**src/rtl/sp_bram_inf_init.sv**
```systemverilog
// sp_bram_inf_init
// Single-port inferred block RAM with per-byte write enables and a selectable
// read-during-write behaviour. Because BRAM contents cannot be reset, a clear
// engine writes G_INIT to every word after reset or on a clr request. The
// read-valid strobe marks each new dout. An optional output register adds one
// cycle of latency.
//
// Ports:
//   clk       in   rising-edge clock
//   rst       in   asynchronous active-high reset (control and output regs only)
//   en        in   access request, honoured only while rdy=1
//   we        in   G_NBE byte-lane write enables, all zero = read
//   addr      in   word address
//   din       in   write data
//   clr       in   single-cycle clear request
//   rdy       out  1 = accepting accesses, 0 = clear engine running
//   dout      out  read data
//   dout_vld  out  one-cycle strobe marking a new dout
module sp_bram_inf_init #(
  parameter int                  G_ADDR  = 6,
  parameter int                  G_WIDTH = 32,
  parameter int                  G_BYTE  = 8,
  parameter int                  G_MODE  = 0,
  parameter int                  G_OREG  = 0,
  parameter logic [G_WIDTH-1:0]  G_INIT  = '0
) (
  input  logic                          clk,
  input  logic                          rst,
  input  logic                          en,
  input  logic [G_WIDTH/G_BYTE-1:0]     we,
  input  logic [G_ADDR-1:0]             addr,
  input  logic [G_WIDTH-1:0]            din,
  input  logic                          clr,
  output logic                          rdy,
  output logic [G_WIDTH-1:0]            dout,
  output logic                          dout_vld
);

  localparam int                G_NBE    = G_WIDTH / G_BYTE;
  localparam int                G_DEPTH  = 2 ** G_ADDR;
  localparam logic [G_ADDR-1:0] ADDR_ONE = {{(G_ADDR-1){1'b0}}, 1'b1};
  localparam logic [G_ADDR-1:0] ADDR_LST = '1;

  typedef enum logic {S_INIT, S_RUN} state_t;

  state_t              state_q, state_d;
  logic [G_ADDR-1:0]   cnt_q, cnt_d;
  logic                vld1_q, vld1_d;
  logic                seen_q, seen_d;
  logic                acc;
  logic                upd;
  logic                init_wr;
  logic [G_WIDTH-1:0]  dout1;

  logic [G_WIDTH-1:0]  mem [G_DEPTH];
  logic [G_WIDTH-1:0]  rdata_q;

  always_comb begin
    acc     = (state_q == S_RUN) && en;
    // No-change mode leaves dout alone on any write.
    upd     = acc && !((G_MODE == 2) && (|we));
    init_wr = (state_q == S_INIT) && !rst;
    state_d = state_q;
    cnt_d   = cnt_q;
    case (state_q)
      S_INIT: begin
        cnt_d = cnt_q + ADDR_ONE;
        if (cnt_q == ADDR_LST) begin
          state_d = S_RUN;
        end
      end
      default: begin
        if (clr) begin
          state_d = S_INIT;
          cnt_d   = '0;
        end
      end
    endcase
    vld1_d = upd;
    // rdata_q has no reset; dout reads as zero until the first real result.
    seen_d = seen_q | upd;
  end

  always_ff @(posedge clk or posedge rst) begin
    if (rst) begin
      state_q <= S_INIT;
      cnt_q   <= '0;
      vld1_q  <= 1'b0;
      seen_q  <= 1'b0;
    end else begin
      state_q <= state_d;
      cnt_q   <= cnt_d;
      vld1_q  <= vld1_d;
      seen_q  <= seen_d;
    end
  end

  // Stage 1: RAM array and its read register (no reset so it maps onto BRAM).
  always_ff @(posedge clk) begin
    if (init_wr) begin
      mem[cnt_q] <= G_INIT;
    end else if (acc) begin
      for (int i = 0; i < G_NBE; i++) begin
        if (we[i]) begin
          mem[addr][i*G_BYTE +: G_BYTE] <= din[i*G_BYTE +: G_BYTE];
        end
      end
    end
    if (upd) begin
      for (int i = 0; i < G_NBE; i++) begin
        // Write-first forwards written lanes; read-first and no-change see the old word.
        if ((G_MODE == 0) && we[i]) begin
          rdata_q[i*G_BYTE +: G_BYTE] <= din[i*G_BYTE +: G_BYTE];
        end else begin
          rdata_q[i*G_BYTE +: G_BYTE] <= mem[addr][i*G_BYTE +: G_BYTE];
        end
      end
    end
  end

  assign dout1 = seen_q ? rdata_q : '0;
  assign rdy   = (state_q == S_RUN);

  // Stage 2: optional output register, keeps draining through clear.
  if (G_OREG != 0) begin : g_oreg
    logic [G_WIDTH-1:0] dout_q, dout_d;
    logic               dout_vld_q, dout_vld_d;

    always_comb begin
      dout_d     = vld1_q ? dout1 : dout_q;
      dout_vld_d = vld1_q;
    end

    always_ff @(posedge clk or posedge rst) begin
      if (rst) begin
        dout_q     <= '0;
        dout_vld_q <= 1'b0;
      end else begin
        dout_q     <= dout_d;
        dout_vld_q <= dout_vld_d;
      end
    end

    assign dout     = dout_q;
    assign dout_vld = dout_vld_q;
  end else begin : g_noreg
    assign dout     = dout1;
    assign dout_vld = vld1_q;
  end

endmodule

```
**config.mk**
```make
export PLATFORM = sky130hd
export DESIGN_NAME = sp_bram_inf_init
export DESIGN_NICKNAME = d
export VERILOG_FILES = /design/src/rtl/sp_bram_inf_init.sv
export SDC_FILE = /design/constraint.sdc
export NUM_CORES = 2
export LEC_CHECK = 0
export ABC_AREA = 1
export CAP_MARGIN = 20
export CORE_MARGIN = 2
export CORE_UTILIZATION = 50
export CTS_CLUSTER_SIZE = 8
export DETAILED_ROUTE_END_ITERATION = 8
export PLACE_DENSITY = 0.71
export SLEW_MARGIN = 15
export SYNTH_ARGS = -nofsm -noshare
export SYNTH_HDL_FRONTEND = slang
export SYNTH_SLANG_ARGS = --single-unit
export TNS_END_PERCENT = 5
```
**constraint.sdc**
```tcl
create_clock -name clk -period 3.16 [get_ports clk]
set_clock_uncertainty 0.2 [all_clocks]
set_input_delay 0.632 -clock clk [delete_from_list [all_inputs] [get_ports clk]]
set_output_delay 0.632 -clock clk [all_outputs]
set_load 0.03 [all_outputs]
```
# Word level (Yosys, flattened, before mapping)
# Memory sizes are Yosys's and may differ from the RTL's. A register that Yosys moved wholly into a read port is not among the register bits.
# Index checks and enable logic that the tools add are counted.
[word_totals]
regBits = 9
out_inout_bits = 34
in_bits = 46
latch_bits = 0
wordCells = 41
mem_count = 1
rom_bits = 0
ramBits = 2048
[op_classes]
n_bitwise = 2
n_shift = 0
n_reduce_logical = 4
div_mod_pow = 0
multipliers = 0
eq_ne = 2
add_sub_neg = 1
n_lt_le_gt_ge = 0
muxes = 27
[mem_list]
columns = ["name", "depth", "word_bits", "read_ports", "rd_clocked_by_memory_dff", "wr", "line", "text"]
rows = [
  ["mem", 64, 32, 1, 1, 1, "55", "logic [G_WIDTH-1:0] mem [G_DEPTH];"],
]
[ops]
columns = ["op", "n"]
rows = [
  ["two-way mux 32 bit", 2],
  ["OR reduction 32 bit", 1],
  ["two-way mux 1 bit", 21],
  ["two-way mux 6 bit", 3],
  ["adder 6 x 1 -> 6 bit, second input constant", 1],
  ["equality test 6 bit, second input constant", 1],
  ["two-way mux 4 bit", 1],
  ["logical AND 1 bit", 2],
  ["inequality test 2 bit, second input constant", 1],
  ["logical NOT 1 bit", 1],
  ["inverter 1 bit", 1],
  ["OR 1 bit", 1],
]

# Depth between registers and ports, before layout
[depth]
word_depth = 6
ltp_mapped = 15
mapped_depth_nobuf = 11

# Least setup slack after synthesis
# OpenSTA, ideal clock, no wires.
[synth_timing]
kind = "flip-flop to flip-flop"
start = "register state_q, in the netlist rdy"
end = "memory mem[0][30], data pin"
synth_period_minus_slack_ps = 3570
path_stages_with_launch = 7
arrival_ps = 2864
n_path_buf = 2
path_slack_ps = -410
required_ps = 2454
cell_sequence = "dfrtp_1 nand2_1 a21oi_1 nor2_1 buf_2 buf_1 nor2_1"
[synth_between]
elab_chain_len = 6
word_cells_on_any_way = 17
classes_between = "13 x mux; 1 x bitwise; 3 x reduce/logical"
[synth_rtl]
columns = ["item", "line", "text"]
rows = [
  ["from (decl)", "46", "state_t state_q, state_d;"],
  ["from (signal assigned)", "91", "state_q <= state_d;"],
  ["logical AND 1 bit / inverter 1 bit (equally long branches)", "--", ""],
  ["two-way mux 1 bit / logical AND 1 bit (equally long branches)", "102, 62", ""],
  ["two-way mux 1 bit", "100", "if (init_wr) begin"],
  ["two-way mux 1 bit (not written as such)", "105", "mem[addr][i*G_BYTE +: G_BYTE] <= din[i*G_BYTE +: G_BYTE];"],
  ["OR reduction 32 bit (no source line) *", "--", ""],
  ["two-way mux 32 bit (no source line) *", "--", ""],
  ["to (decl)", "55", ""],
]
# Every way passes the cells marked *; elsewhere a longest branch is shown, timed or not.

==> out/metrics.csv <==
stage,metric,value,unit
timing,setup_violations,0,
worst_setup_path,worstPathMaxFanout,10,
placed_design,place_inst,10000,
detailed_routing,dr.pass1.iters,8,
floorplan,die_h,417,um
final_layout,utilization,61.2,%
logic_synthesis,syn_avg_cell_area,11.5,um^2
floorplan,rows,151,
detailed_routing,routedWlPerCell,24.8,um
final_layout,layout-drive-gt1-share,14.7,%
detailed_routing,drt_iter0_drc,8660,
worst_setup_path,end_kind,register,
floorplan,die_x,417,um
grt,grt_pass1_vias,59400,
logic_synthesis,synth_nets,7463,
worst_setup_path,path_class,register to register,
detailed_routing,drtAntennaViolNets,0,
worst_setup_path,crit_buf_inv,2,
clock_tree,path_clk_slew,0.05,ns
clock_tree,cts_tree,done,
timing,post-route-period-util,99.2,%
power,swShare,25.0,%
floorplan,core,169000,um^2
clock_tree,clk-insertion-delay-late,0.92,ns
final_layout,antenna_cells,0,
worst_setup_path,cpPeakStageDelay,0.45,ns
detailed_routing,routed_via_density,5.93,
worst_setup_path,critical_path_arrival,3.57,ns
run_status,outcome,finished clean,
floorplan,initial_utilization,50.3,%
worst_setup_path,crit_family,simple AND/OR/NAND/NOR gates,
logic_synthesis,ys_ff_latch,2089,
detailed_routing,vias,61500,
grt,grt_pass1_wl,378,mm
logic_synthesis,synth_area,85300,um^2
timing,rsz0062_at_grt,true,
final_layout,mostFrequentLayoutCells,"nand2_1, edfxtp_1, nand3_1, buf_4, clkbuf_16",
logic_synthesis,yosysSeqAreaShare,73.5,%
power,p_sw,17600,uW
grt,antenna_found_initial,4,
worst_setup_path,crit_chain,buf_4 > nand3_1 > nand2_1 > nor2_4 > nand3_1 > nand2_1 > nor2_1 > nand4_1 > buf_4 > nand2_1 > nand2_1,
timing,relSlewSlack,48.1,%
logic_synthesis,synth.distinct_cells,24,
placed_design,pre_cts_ws,-0.647,ns
power,power.leakage,0.0393,uW
power,p_int,52600,uW
power,p_total,70200,uW
power,p_comb_share,13.2,%
logic_synthesis,syn_inst,7416,
worst_setup_path,crit_required,3.60,ns
timing,slew_violations,0,
timing,tns,0,ns
grt,grt_start_max_net_pins,149,
floorplan,die_area,174000,um^2
final_layout,fill_cells,12500,
placed_design,portBuffers,79,
final_layout,instances_no_fill,10400,
final_layout,fin_nets,8156,
placed_design,hpwl,172,mm
clock_tree,hold_buffers,0,
grt,grt_overflow,0,
grt,track_usage,29.5,%
clock_tree,clockBufferDepth,4,
clock_tree,htree_levels,5,
floorplan,pin_count,80,
final_layout,final_common_cell,nand2_1,
logic_synthesis,yosysWarnings,0,
clock_tree,clockRootBuffer,clkbuf_16,
power,ir_drop,0.437,mV
worst_setup_path,critical_path.most_common_cell,nand2_1,
worst_setup_path,start_kind,register,
placed_design,place_congestion,0.972,
timing,setup_slack,0.0241,ns
power,powerDensity,677,nW/um^2
clock_tree,cts_buffers,311,
timing,max_freq,319,MHz
final_layout,area_growth,21.6,%
timing,tightest_slew,0.779,ns
clock_tree,cts_sinks,2089,
power,p_seq_share,46.1,%
run,maxCapViolCount,0,
timing,min_period,3.14,ns
timing,hold_viol_final,0,
detailed_routing,drc,0,
hold_path,hold_path.class,input pin to asynchronous set/reset pin,
worst_setup_path,critPathSlowestCell,dfrtp_2,
power,power.clock.fraction,40.6,%
detailed_routing,drt-total-wl,257,mm
[tightest hold or removal path: cells and delay by family]
kind / cells / cell delay [ns]
buffers and inverters: 3 / 1.00
[path summary, 6_finish.rpt]
check | startpoint | endpoint | slack (ns) | depth (start not counted)
max reg2reg | rdy | rdata_q[22] | 0.02 | 11
min reg2reg | cnt_q[5] | rdy | 0.42 | 2
min | rst | seen_q | 0.16 | 3
max in group asynchronous | rst | rdy | 2.37 | 3
min in group clk | addr[5] | rdata_q[8] | 0.34 | 5
max | rdy | rdata_q[22] | 0.02 | 11
[flip-flops by register name, indices dropped and copies added, names as in the netlist]
name and flops:
seen_q 1, mem 2048, cnt_q 6, dout_vld 1, rdata_q 32, rdy 1
[what timing repair did]
item,CTS,global route
resized for setup,40,17
setup buffers,3,0
setup endpoints to repair,106,277
[layout make-up]
type	count	area (um^2)	share of cell area [%]
clock inverter	10	87.6	0.0845
timing repair buffer	865	9020	8.70
inverter	97	389	0.375
multi-input combinational	4745	20700	19.9
sequential	2089	62700	60.5
tap	2218	2780	2.68
clock buffer	351	8040	7.75
[cells by family (layout without fill, tap and decap cells)]
| kind of cell | Yosys count | in the layout | synth area share, % |
|---|---|---|---|
| and+or+nand+nor | 4721 | 4721 | 23.7 |
| DFF | 2089 | 2089 | 73.5 |
| buffers and inverters | 582 | 1323 | 2.60 |
| AOI/OAI and AO/OA | 22 | 22 | 0.139 |
| adders and majority gates | 1 | 1 | 0.0147 |
| xor gates and xnor gates | 1 | 1 | 0.0103 |
[cells in the mapped netlist]
cell	number	share of area, %
a21oi_1	5	0.029
a21oi_2	2	0.021
buf_1	63	0.28
buf_2	23	0.13
buf_4	1	0.0088
clkbuf_1	398	1.8
clkinv_1	1	0.0044
dfrtp_1	9	0.26
edfxtp_1	2080	73
ha_1	1	0.015
inv_1	87	0.38
inv_2	9	0.040
nand2_1	2470	11
nand3_1	1895	11
nand4_1	38	0.28
nor2_1	304	1.3
nor2_2	10	0.073
nor2_4	1	0.013
nor3_1	1	0.0059
o21ai_0	10	0.059
o21ai_1	4	0.023
o22ai_1	1	0.0073
or2_2	2	0.015
xnor2_1	1	0.010
[power by group through the flow]
stage	logic, uW	clock network, uW	registers, uW
2_1_floorplan	4040	0	32900
3_5_place_dp	9020	0	32900
4_1_cts	9110	28700	32400
3_3_place_gp	8910	0	32900
5_1_grt	9780	29800	32400
6_report	9300	28500	32400
[routing by layer]
metal / vias up / part of all wire (%) / track usage, %
met5: - / 0.010 / 0
li1: 27300 / - / -
met4: 4 / 6.4 / 17.2
met3: 649 / 10 / 6.20
met2: 3764 / 46 / 45.7
met1: 29800 / 37 / 38.6
[per-stage QoR]
step	instance area, um^2	hold slack, ns
after floorplan	85300	0.268
after global placement	95500	0.383
after detailed placement	95500	0.411
after CTS	104000	0.0859
after global routing	104000	0.159
final	104000	0.157
Note: power is estimated with default switching activity, not from simulation.
